**src/rtl/rns16_byte_tx.sv**
```systemverilog
// rns16_byte_tx: word-to-byte serializer for the rns16 8-bit byte-stream link.
//
// A word arrives on a valid/ready port. It waits in a small word FIFO and then
// moves into a shift register (SR). The SR sends the word as BYTES bytes on a
// byte-wide valid/ready port. The byte order is LSB first unless MSB_FIRST=1.
// When the FIFO is empty and the SR is free, an incoming word skips the FIFO
// and loads straight into the SR. This gives latency 1 from in_fire to the
// first byte. Consecutive words are sent with no bubble between them.
//
// Ports:
//   clk        in   clock, all state changes on the rising edge
//   rst_n      in   synchronous active-low reset
//   in_word    in   WORD_W-bit word to transmit
//   in_valid   in   in_word is valid
//   in_ready   out  a word can be accepted (registered)
//   out_byte   out  current byte
//   out_valid  out  out_byte is valid
//   out_ready  in   downstream accepts out_byte
//   out_last   out  out_byte is the final byte of its word
//   busy       out  FIFO non-empty or SR holds a word
module rns16_byte_tx #(
  parameter int WORD_W     = 16,
  parameter int FIFO_DEPTH = 2,
  parameter int MSB_FIRST  = 0
) (
  input  logic              clk,
  input  logic              rst_n,
  input  logic [WORD_W-1:0] in_word,
  input  logic              in_valid,
  output logic              in_ready,
  output logic [7:0]        out_byte,
  output logic              out_valid,
  input  logic              out_ready,
  output logic              out_last,
  output logic              busy
);

  localparam int BYTES = WORD_W / 8;
  localparam int KW    = $clog2(BYTES);
  localparam int PW    = (FIFO_DEPTH > 1) ? $clog2(FIFO_DEPTH) : 1;
  localparam int CW    = $clog2(FIFO_DEPTH + 1);

  localparam logic [KW-1:0] K_LAST = KW'(BYTES - 1);
  localparam logic [PW-1:0] P_LAST = PW'(FIFO_DEPTH - 1);
  localparam logic [CW-1:0] C_FULL = CW'(FIFO_DEPTH);

  typedef enum logic {IDLE, SEND} state_e;

  state_e              state_q,    state_d;
  logic [WORD_W-1:0]   sr_q,       sr_d;
  logic [KW-1:0]       k_q,        k_d;
  logic [PW-1:0]       wr_ptr_q,   wr_ptr_d;
  logic [PW-1:0]       rd_ptr_q,   rd_ptr_d;
  logic [CW-1:0]       count_q,    count_d;
  logic                in_ready_q, in_ready_d;
  logic [WORD_W-1:0]   mem_q [FIFO_DEPTH];

  logic    in_fire, out_fire, k_last, need_load, pop, bypass, push;
  logic [KW-1:0] byte_idx;

  assign in_ready  = in_ready_q;
  assign out_valid = (state_q == SEND);
  assign k_last    = (k_q == K_LAST);
  assign out_last  = out_valid & k_last;
  assign busy      = (count_q != '0) | (state_q == SEND);
  assign in_fire   = in_valid & in_ready_q;
  assign out_fire  = out_valid & out_ready;

  // The SR is free this cycle if it is idle, or if its last byte is leaving now.
  assign need_load = (state_q == IDLE) | (out_fire & k_last);
  assign pop       = need_load & (count_q != '0);
  // An incoming word bypasses the FIFO only when nothing is queued ahead of it.
  assign bypass    = need_load & (count_q == '0) & in_fire;
  assign push      = in_fire & ~bypass;

  // Byte select: k counts the bytes sent. The SR byte it addresses depends on the byte order.
  assign byte_idx  = (MSB_FIRST != 0) ? (K_LAST - k_q) : k_q;
  assign out_byte  = sr_q[8*int'(byte_idx) +: 8];

  always_comb begin
    // NOTE: every _d starts from its _q so that no path through this block
    // leaves a variable unassigned; an unassigned path would infer a latch.
    state_d  = state_q;
    sr_d     = sr_q;
    k_d      = k_q;
    wr_ptr_d = wr_ptr_q;
    rd_ptr_d = rd_ptr_q;
    count_d  = count_q;

    if (out_fire && !k_last) k_d = k_q + KW'(1);

    if (need_load) begin
      k_d = '0;
      if (pop) begin
        sr_d    = mem_q[rd_ptr_q];
        state_d = SEND;
      end else if (bypass) begin
        sr_d    = in_word;
        state_d = SEND;
      end else begin
        state_d = IDLE;
      end
    end

    if (push) wr_ptr_d = (wr_ptr_q == P_LAST) ? '0 : wr_ptr_q + PW'(1);
    if (pop)  rd_ptr_d = (rd_ptr_q == P_LAST) ? '0 : rd_ptr_q + PW'(1);

    case ({push, pop})
      2'b10:   count_d = count_q + CW'(1);
      2'b01:   count_d = count_q - CW'(1);
      default: count_d = count_q;  // idle, or push and pop together
    endcase

    in_ready_d = (count_d < C_FULL);
  end

  always_ff @(posedge clk) begin
    if (!rst_n) begin
      state_q    <= IDLE;
      sr_q       <= '0;
      k_q        <= '0;
      wr_ptr_q   <= '0;
      rd_ptr_q   <= '0;
      count_q    <= '0;
      in_ready_q <= 1'b0;
    end else begin
      state_q    <= state_d;
      sr_q       <= sr_d;
      k_q        <= k_d;
      wr_ptr_q   <= wr_ptr_d;
      rd_ptr_q   <= rd_ptr_d;
      count_q    <= count_d;
      in_ready_q <= in_ready_d;
    end
  end

  // NOTE: FIFO storage has no reset. count_q and the pointers define which
  // entries are valid, so stale contents are never read.
  always_ff @(posedge clk) begin
    if (push) mem_q[wr_ptr_q] <= in_word;
  end

endmodule

```
**config.mk**
```make
export PLATFORM = sky130hd
export DESIGN_NAME = rns16_byte_tx
export DESIGN_NICKNAME = d
export VERILOG_FILES = /design/src/rtl/rns16_byte_tx.sv
export SDC_FILE = /design/constraint.sdc
export NUM_CORES = 1
export LEC_CHECK = 0
export ABC_AREA = 1
export CAP_MARGIN = 20
export CORE_MARGIN = 3
export CORE_UTILIZATION = 59
export DETAILED_ROUTE_END_ITERATION = 7
export PLACE_DENSITY = 0.94
export SETUP_SLACK_MARGIN = 0.3
export SLEW_MARGIN = 10
export SYNTH_ARGS = -nofsm -noshare
export SYNTH_HDL_FRONTEND = slang
export SYNTH_SLANG_ARGS = --single-unit
```
**constraint.sdc**
```tcl
create_clock -name clk -period 4 [get_ports clk]
set_input_delay 0.6 -clock clk [delete_from_list [all_inputs] [get_ports clk]]
set_output_delay 0.6 -clock clk [all_outputs]
set_load 0.1 [all_outputs]
```
* After elaboration in Yosys (flattened, before gate mapping)
Memories as Yosys holds them, arrays and structs flattened. A register that Yosys moved wholly into a read port is not among the register bits. Cells that the tools add are included.
Storage, ports and cells: bits in registers 23, word-level logic and storage cells 48, memories 1, memory bits (read-only) 0, RAM bits 32, output and inout bits 12, latch bits 0
Operators by class: shift operators 1, reduce and logical (&&, ||, !) cells 7, $lt $le $gt $ge 1, multiply operators 0, equality and inequality tests 2, mux-type cells 11, add/sub/neg operators 5, div/mod/pow operators 0, bitwise operators 13
Memory list:
- mem_q | depth 2, width 16, rd ports 1, clocked after Yosys merged registers in 1, write ports 1, RTL line 56 | logic [WORD_W-1:0] mem_q [FIFO_DEPTH];
Operator list (number):
- two-way mux 16 bit | 2
- variable part select 16 x 5 -> 8 bit | 1
- bitwise AND 1 bit | 8
- two-way mux 1 bit | 8
- one-hot mux 2 bit (2 select lines) | 1
- nonzero test 2 bit | 2
- adder 1 bit, second input constant | 3
- NOT 1 bit | 3
- adder 2 x 1 -> 2 bit, second input constant | 1
- == test 2 x 1 -> 1 bit, second input constant | 1
- == test 2 bit, second input constant | 1
- zero test 2 bit | 1
- < comparator 2 bit, second input constant | 1
- OR 1 bit | 2
- AND reduction 2 bit | 1
- OR reduction 2 bit | 1
- subtractor 2 x 1 -> 2 bit, second input constant | 1
- logical AND 1 bit | 1
- zero test 1 bit | 1

* Depth between registers and ports, before layout
Gate-level depths: netlist of the first run.
depth after elaboration 10, gate-level depth with buffers 12

* Worst setup path after synthesis of the first run
Ideal clock, no wire load.
kind flip-flop to output port, start point reg k_q, in the netlist byte_idx, end point out out_byte[6], path buffers 2, slack 0.659 ns, arrival 2.741 ns, cell stages (with the launch flop) 4, data required time 3.400 ns, cell sequence dfxtp_1 > buf_6 > clkbuf_1 > o21ai_0
On the way: cells in the longest elaborated chain, start to end 1
Ends and longest elaborated chain:
- start: declaration | RTL line 51 | logic [KW-1:0] k_q, k_d;
- start signal: assignment | RTL line 129 | k_q <= k_d;
- variable part select 16 x 5 -> 8 bit | RTL line 78 | assign out_byte = sr_q[8*int'(byte_idx) +: 8];
- end: declaration | RTL line 31 | output logic [7:0] out_byte,
No other way between the ends.

* Worst setup path in the final report of the first run
start point reg k_q, in the netlist byte_idx, end point out out_byte[0]
The elaborated chain is that of the path after synthesis.

==> impl_metrics.csv, run 1 <==
group,metric,value,unit
setup_path,crit_chain,"nand2_1 -> o21ai_0 -> clkdlybuf4s50_1",
timing,fmax,327,MHz
setup_path,reg2reg_slack,1.64,ns
clock_tree,cts.root.buffer_cell,"clkbuf_8",
timing,hold_viol_final,0,
routing,detail_route.vias_per_cell,5.26,
floorplan,die_x,72.6,microns
placed_design,dp.final_hpwl,3660,microns
routing,vias,2019,
timing,finalSetupViolCount,0,
yosys,syn_area,2620,sq um
timing,relSlewSlack,0.348,
outcome,status,"finished, final reports clean",
global_routing,antenna_found_initial,0,
clock_tree,cts_tree,"built",
yosys,synth_seq_cells,56,
floorplan,io_pins,32,
setup_path,critPathMaxFanout,19,
global_routing,grt_pass1_wl,8570,microns
floorplan,core_region_area,4140,sq um
timing,skew,0.00967,ns
yosys,synth_cells,304,
global_routing,grt_max_degree,29,
setup_path,path_class,"reg2out",
yosys,syn_area_per_cell,8.61,sq um
setup_path,cp-end-kind,"output port",
layout,n_fill_cell,321,
setup_path,rr_worst_depth,9,
clock_tree,clock_latency,0.32,ns
setup_path,worstPathArrival,2.46,ns
layout,drive_gt1_frac,0.0808,
yosys,ys_seq_area_frac,0.551,
setup_path,crit_start,"byte_idx",
timing,setup_tns,0,ns
hold_path,hp-class,"reg2reg",
layout,syn_to_final_growth,14.3,%
clock_tree,cts.clk_slew.worst_paths,0.09,ns
clock_tree,ctsResizeCount,0,
timing,rsz0062_at_grt,"false",
placed_design,dp.cells,376,
layout,multiInputGateArea,970,sq um
pwr,irDropWorstVdd,0.000399,V
floorplan,row_count,23,
job,max_cap_viol_count,0,
layout,final_cell_count_no_fill,384,
layout,final_nets,354,
setup_path,reg2reg_from,"byte_idx",
setup_path,critPathBufInv,1,
pwr,powerDensity,776,nW/um^2
pwr,total_power,2.32,mW
placed_design,numPortBuffers,31,
clock_tree,htreeDepth,2,
pwr,leakage,1.32,nW
clock_tree,clock_path_buffers,2,
global_routing,grt_overflow_total,0,
setup_path,cp.required,3.40,ns
setup_path,critPathLaunchType,"register",
clock_tree,hold_buffers,0,
routing,drtIter0Drc,309,
placed_design,gp_congestion,0.789,
clock_tree,post_cts_buffers,0,
routing,ant_nets,0,
floorplan,fp.dieArea,5270,sq um
timing,drv_slew,0,
global_routing,grt_pass1_vias,1891,
timing,max_slew.worst_pin.slew,0.975,ns
placed_design,dp_slack,1.27,ns
clock_tree,cts_sinks,56,
timing,finalCriticalPeriod,3.06,ns
setup_path,critPathSlowestCell,"clkdlybuf4s50_1",
routing,finalWirelength,5290,microns
timing,holdWs,0.491,ns
layout,antennaDiodeCount,0,
floorplan,die_y,72.6,microns
setup_path,crit_end,"out_byte[0]",
routing,first_pass_iters,4,
routing,drc,0,
yosys,synth_warnings,0,
global_routing,grt_usage,0.213,
setup_path,path_depth,3,
yosys,ys_types,24,
routing,drt-wirelength-per-cell,13.8,microns
layout,seq_area,1440,sq um
setup_path,cp_top_family,"buffers and inverters",
yosys,syn_nets,325,
floorplan,start_util,0.631,
setup_path,max_stage_delay,1.16,ns
clock_tree,numCtsBuffers,5,
timing,fin_ws,0.938,ns
timing,fin_crit_sh,0.766,
setup_path,reg2reg_to,"in_ready",
synthesized netlist by cell type:
| cell | n | area (sq um) |
|---|---|---|
| ha_1 | 1 | 12.5 |
| inv_1 | 23 | 86.3 |
| a21oi_1 | 3 | 15.0 |
| o21ai_0 | 11 | 55.1 |
| nor2_2 | 1 | 6.26 |
| dfxtp_1 | 24 | 480 |
| edfxtp_1 | 32 | 961 |
| buf_2 | 4 | 20.0 |
| nand3_2 | 7 | 70.1 |
| or2_2 | 2 | 12.5 |
| nand2_8 | 1 | 20.0 |
| xor2_1 | 1 | 8.76 |
| buf_6 | 2 | 22.5 |
| clkbuf_1 | 2 | 7.51 |
| nand3_1 | 19 | 95.1 |
| buf_8 | 1 | 15.0 |
| nand2_4 | 4 | 45.0 |
| nand2_1 | 105 | 394 |
| nand4_1 | 1 | 6.26 |
| buf_4 | 3 | 22.5 |
| nand3b_1 | 8 | 60.1 |
| nor2_1 | 45 | 169 |
| buf_12 | 1 | 20.0 |
| inv_2 | 3 | 11.3 |
through the flow:
step	utilization	instance area, sq um
finish	0.722	2990
global route	0.722	2990
CTS	0.722	2990
detailed placement	0.703	2910
global placement	0.703	2910
floorplan	-	2620
registers in the layout, indices dropped and copies added, names as in the netlist, named ones only:
register / flops
sr_q: 16
wr_ptr_q: 1
mem_q: 32
rd_ptr_q: 1
out_valid: 1
count_q: 1
byte_idx: 1
in_ready: 1
worst min-delay path by stage:
stage	cells after the start	end	startpoint	slack (ns)
floorplan	2	wr_ptr_q	wr_ptr_q	0.45
global placement	2	wr_ptr_q	wr_ptr_q	0.46
detailed placement	2	wr_ptr_q	wr_ptr_q	0.48
CTS	2	wr_ptr_q	wr_ptr_q	0.49
global route	2	wr_ptr_q	wr_ptr_q	0.53
finish	2	wr_ptr_q	wr_ptr_q	0.49
cell usage in the layout, fill, tap and decap left out:
master,instances
a21oi_1,3
buf_4,4
clkbuf_1,2
clkbuf_8,5
clkdlybuf4s50_1,31
clkinv_1,1
dfxtp_1,24
edfxtp_1,32
ha_1,1
inv_1,23
inv_2,3
nand2_1,105
nand2_4,4
nand2_8,1
nand3_1,19
nand3_2,7
nand3b_1,8
nand4_1,1
nor2_1,45
nor2_2,1
o21ai_0,11
or2_2,2
xor2_1,1
tightest hold or removal path, delay by kind of cell (launching register included):
family,cells,cell delay (ns)
AND/OR/NAND/NOR,1,0.06
flip-flops,1,0.33
AO/OA/AOI/OAI,1,0.05
logic make-up (layout without fill, tap and decap cells):
group,Yosys count,in the layout,share of synthesized area
xor+xnor,1,1,0.00335
flops,56,56,0.551
compound gates,14,14,0.0268
fa+ha+maj,1,1,0.00478
buf+inv,39,69,0.0784
simple gates,193,193,0.336
layout make-up:
class | instances | share of cell area
clock buffers | 7 | 0.0255
clock inverters | 1 | 0.00125
inverters | 26 | 0.0326
multi-input cells | 209 | 0.324
flip-flops and latches | 56 | 0.482
well taps | 50 | 0.0209
repair buffers | 35 | 0.114
routing by layer:
| metal | part of all wire | track usage | routed length [microns] |
|---|---|---|---|
| met2 | 0.49 | 0.359 | 2590 |
| met4 | 0.019 | 0.0738 | 99 |
| met5 | 0 | 0 | 0 |
| met3 | 0.084 | 0.0510 | 443 |
| met1 | 0.41 | 0.269 | 2160 |
where the power goes:
group	switching [mW]	total, mW	internal (mW)	leakage, nW
Clock	0.171	0.294	0.122	0.0399
Combinational	0.885	1.23	0.343	0.793
Sequential	0.0658	0.799	0.734	0.488
(Power assumes the default switching activity.)
==> run 2, diff against run 1 <==
--- a/config.mk
+++ b/config.mk
@@ -8,9 +8,9 @@
 export ABC_AREA = 1
 export CAP_MARGIN = 20
 export CORE_MARGIN = 3
-export CORE_UTILIZATION = 59
+export CORE_UTILIZATION = 55
 export DETAILED_ROUTE_END_ITERATION = 7
-export PLACE_DENSITY = 0.94
+export PLACE_DENSITY = 0.89
 export SETUP_SLACK_MARGIN = 0.3
 export SLEW_MARGIN = 10
 export SYNTH_ARGS = -nofsm -noshare
==> constraint.sdc (replaced) <==
create_clock -name clk -period 3 [get_ports clk]
set_input_delay 0.45 -clock clk [delete_from_list [all_inputs] [get_ports clk]]
set_output_delay 0.45 -clock clk [all_outputs]
set_load 0.1 [all_outputs]
==> impl_metrics.csv, run 2 (synthesis results as in run 1) <==
group,metric,value,unit
outcome,status,"finished, final reports clean",
pwr,leakage,1.35,nW
clock_tree,htreeDepth,2,
routing,top_layer,"met4",
routing,wl_met1,2220,microns
clock_tree,cts_tree,"built",
clock_tree,hold_buffers,0,
clock_tree,cts.clk_slew.worst_paths,0.10,ns
timing,drv_slew,0,
timing,fin_crit_sh,0.704,
pwr,p_int,1.63,mW
global_routing,grt_pass1_wl,8330,microns
timing,hold_viol_final,0,
clock_tree,ctsResizeCount,0,
pwr,clkPwrFrac,0.141,
placed_design,dp.final_hpwl,3440,microns
timing,rsz0062_at_grt,"false",
layout,antennaDiodeCount,0,
global_routing,grt_overflow_total,0,
clock_tree,cts.root.buffer_cell,"clkbuf_8",
routing,wl_met3,310,microns
layout,fin_util,0.667,
setup_path,cp-end-kind,"register",
routing,finalWirelength,5230,microns
global_routing,grt_usage,0.199,
layout,largest_reg_flops,32,
floorplan,core_region_area,4470,sq um
layout,drive_gt1_frac,0.123,
setup_path,critPathMaxFanout,20,
placed_design,gp_congestion,0.778,
placed_design,numPortBuffers,31,
setup_path,critPathLaunchType,"register",
pwr,comb_power_share,0.525,
layout,top_regs,"mem_q x32, sr_q x16",
layout,largest_register,"mem_q",
global_routing,grt_pass1_vias,1805,
global_routing,antenna_found_initial,0,
timing,max_slew.worst_pin.slew,0.733,ns
routing,drtIter0Drc,190,
pwr,switching_share,0.480,
clock_tree,clock_latency,0.31,ns
floorplan,start_util,0.585,
setup_path,worstPathArrival,2.36,ns
setup_path,cp_top_family,"simple AND/OR/NAND/NOR gates",
routing,ant_nets,0,
layout,final_common_cell,"nand2_1",
pwr,powerDensity,1050,nW/um^2
floorplan,fp.dieArea,5620,sq um
layout,syn_to_final_growth,14.1,%
setup_path,path_class,"reg2reg",
pwr,switchingPower,1.51,mW
timing,setup_tns,0,ns
setup_path,critPathBufInv,1,
timing,finalSetupViolCount,0,
setup_path,cp_common_cell,"nand2_1",
routing,drt-wirelength-per-cell,13.6,microns
routing,drc,0,
hold_path,hp-class,"reg2reg",
pwr,irDropWorstVdd,0.000546,V
timing,relSlewSlack,0.510,
setup_path,max_stage_delay,0.74,ns
timing,finalCriticalPeriod,2.11,ns
layout,final_nets,354,
routing,detail_route.vias_per_cell,5.17,
pwr,p_seq_frac,0.334,
setup_path,cp.required,3.24,ns
routing,vias,1994,
timing,fmax,474,MHz
clock_tree,cts_sinks,56,
job,max_cap_viol_count,0,
floorplan,io_pins,32,
floorplan,die_y,75.0,microns
global_routing,grt_max_degree,28,
timing,skew,0.0122,ns
clock_tree,clock_path_buffers,2,
clock_tree,post_cts_buffers,0,
routing,first_pass_iters,4,
layout,mostFrequentLayoutCells,"nand2_1 (105), nor2_1 (45), edfxtp_1 (32), dfxtp_1 (24), inv_1 (23)",
floorplan,die_x,75.0,microns
floorplan,row_count,24,
clock_tree,numCtsBuffers,5,
routing,dr_wl_met2,2620,microns
setup_path,crit_chain,"nand2_4 -> nand2_4 -> nand2_1 -> nand2_1 -> ha_1 -> inv_1 -> nand3_1 -> nand2_1 -> nand2_1 -> nor2_1",
setup_path,critPathSlowestCell,"dfxtp_1",
run 2: per-stage QoR:
stage | cell area [sq um] | hold slack (ns) | setup slack (ns) | total power [mW] | std cells
2_1_floorplan | 2620 | 0.454 | 0.0152 | 2.43 | 304
3_3_place_gp | 2880 | 0.467 | 0.745 | 2.65 | 378
3_5_place_dp | 2880 | 0.478 | 0.627 | 2.70 | 378
4_1_cts | 2980 | 0.492 | 0.875 | 3.15 | 386
5_1_grt | 2980 | 0.508 | 0.668 | 3.33 | 386
6_report | 2980 | 0.490 | 0.889 | 3.14 | 386
run 2: layout make-up:
cell class	count	area, sq um
flip-flops and latches	56	1440
clock buffers	8	100
well taps	52	65.1
repair buffers	35	310
multi-input cells	209	970
fillers	353	1490
inverters	26	97.6
run 2: path summary, 6_finish.rpt:
| kind | start | endpoint | slack [ns] | cells past startpoint |
|---|---|---|---|---|
| max | byte_idx | in_ready | 0.89 | 10 |
| min | wr_ptr_q | wr_ptr_q | 0.49 | 2 |
| max reg2reg | byte_idx | in_ready | 0.89 | 10 |
| min reg2reg | wr_ptr_q | wr_ptr_q | 0.49 | 2 |
run 2: power by group through the flow:
stage	logic [mW]	registers, mW	clock network [mW]
final	1.65	1.05	0.444
after global routing	1.79	1.07	0.482
after CTS	1.65	1.05	0.451
after detailed placement	1.64	1.06	0
after global placement	1.59	1.06	0
after floorplan	1.29	1.14	0
run 2: worst min-delay path: stages (launching register included):
cell and delay, ns:
dfxtp_1 0.33, nand2_1 0.06, a21oi_1 0.05
run 2: metal layers:
layer  up-vias  global-route usage
met4         0              0.0672
met1       904               0.236
met5         -                   0
met2        62               0.353
li1       1019                   -
met3         9              0.0454
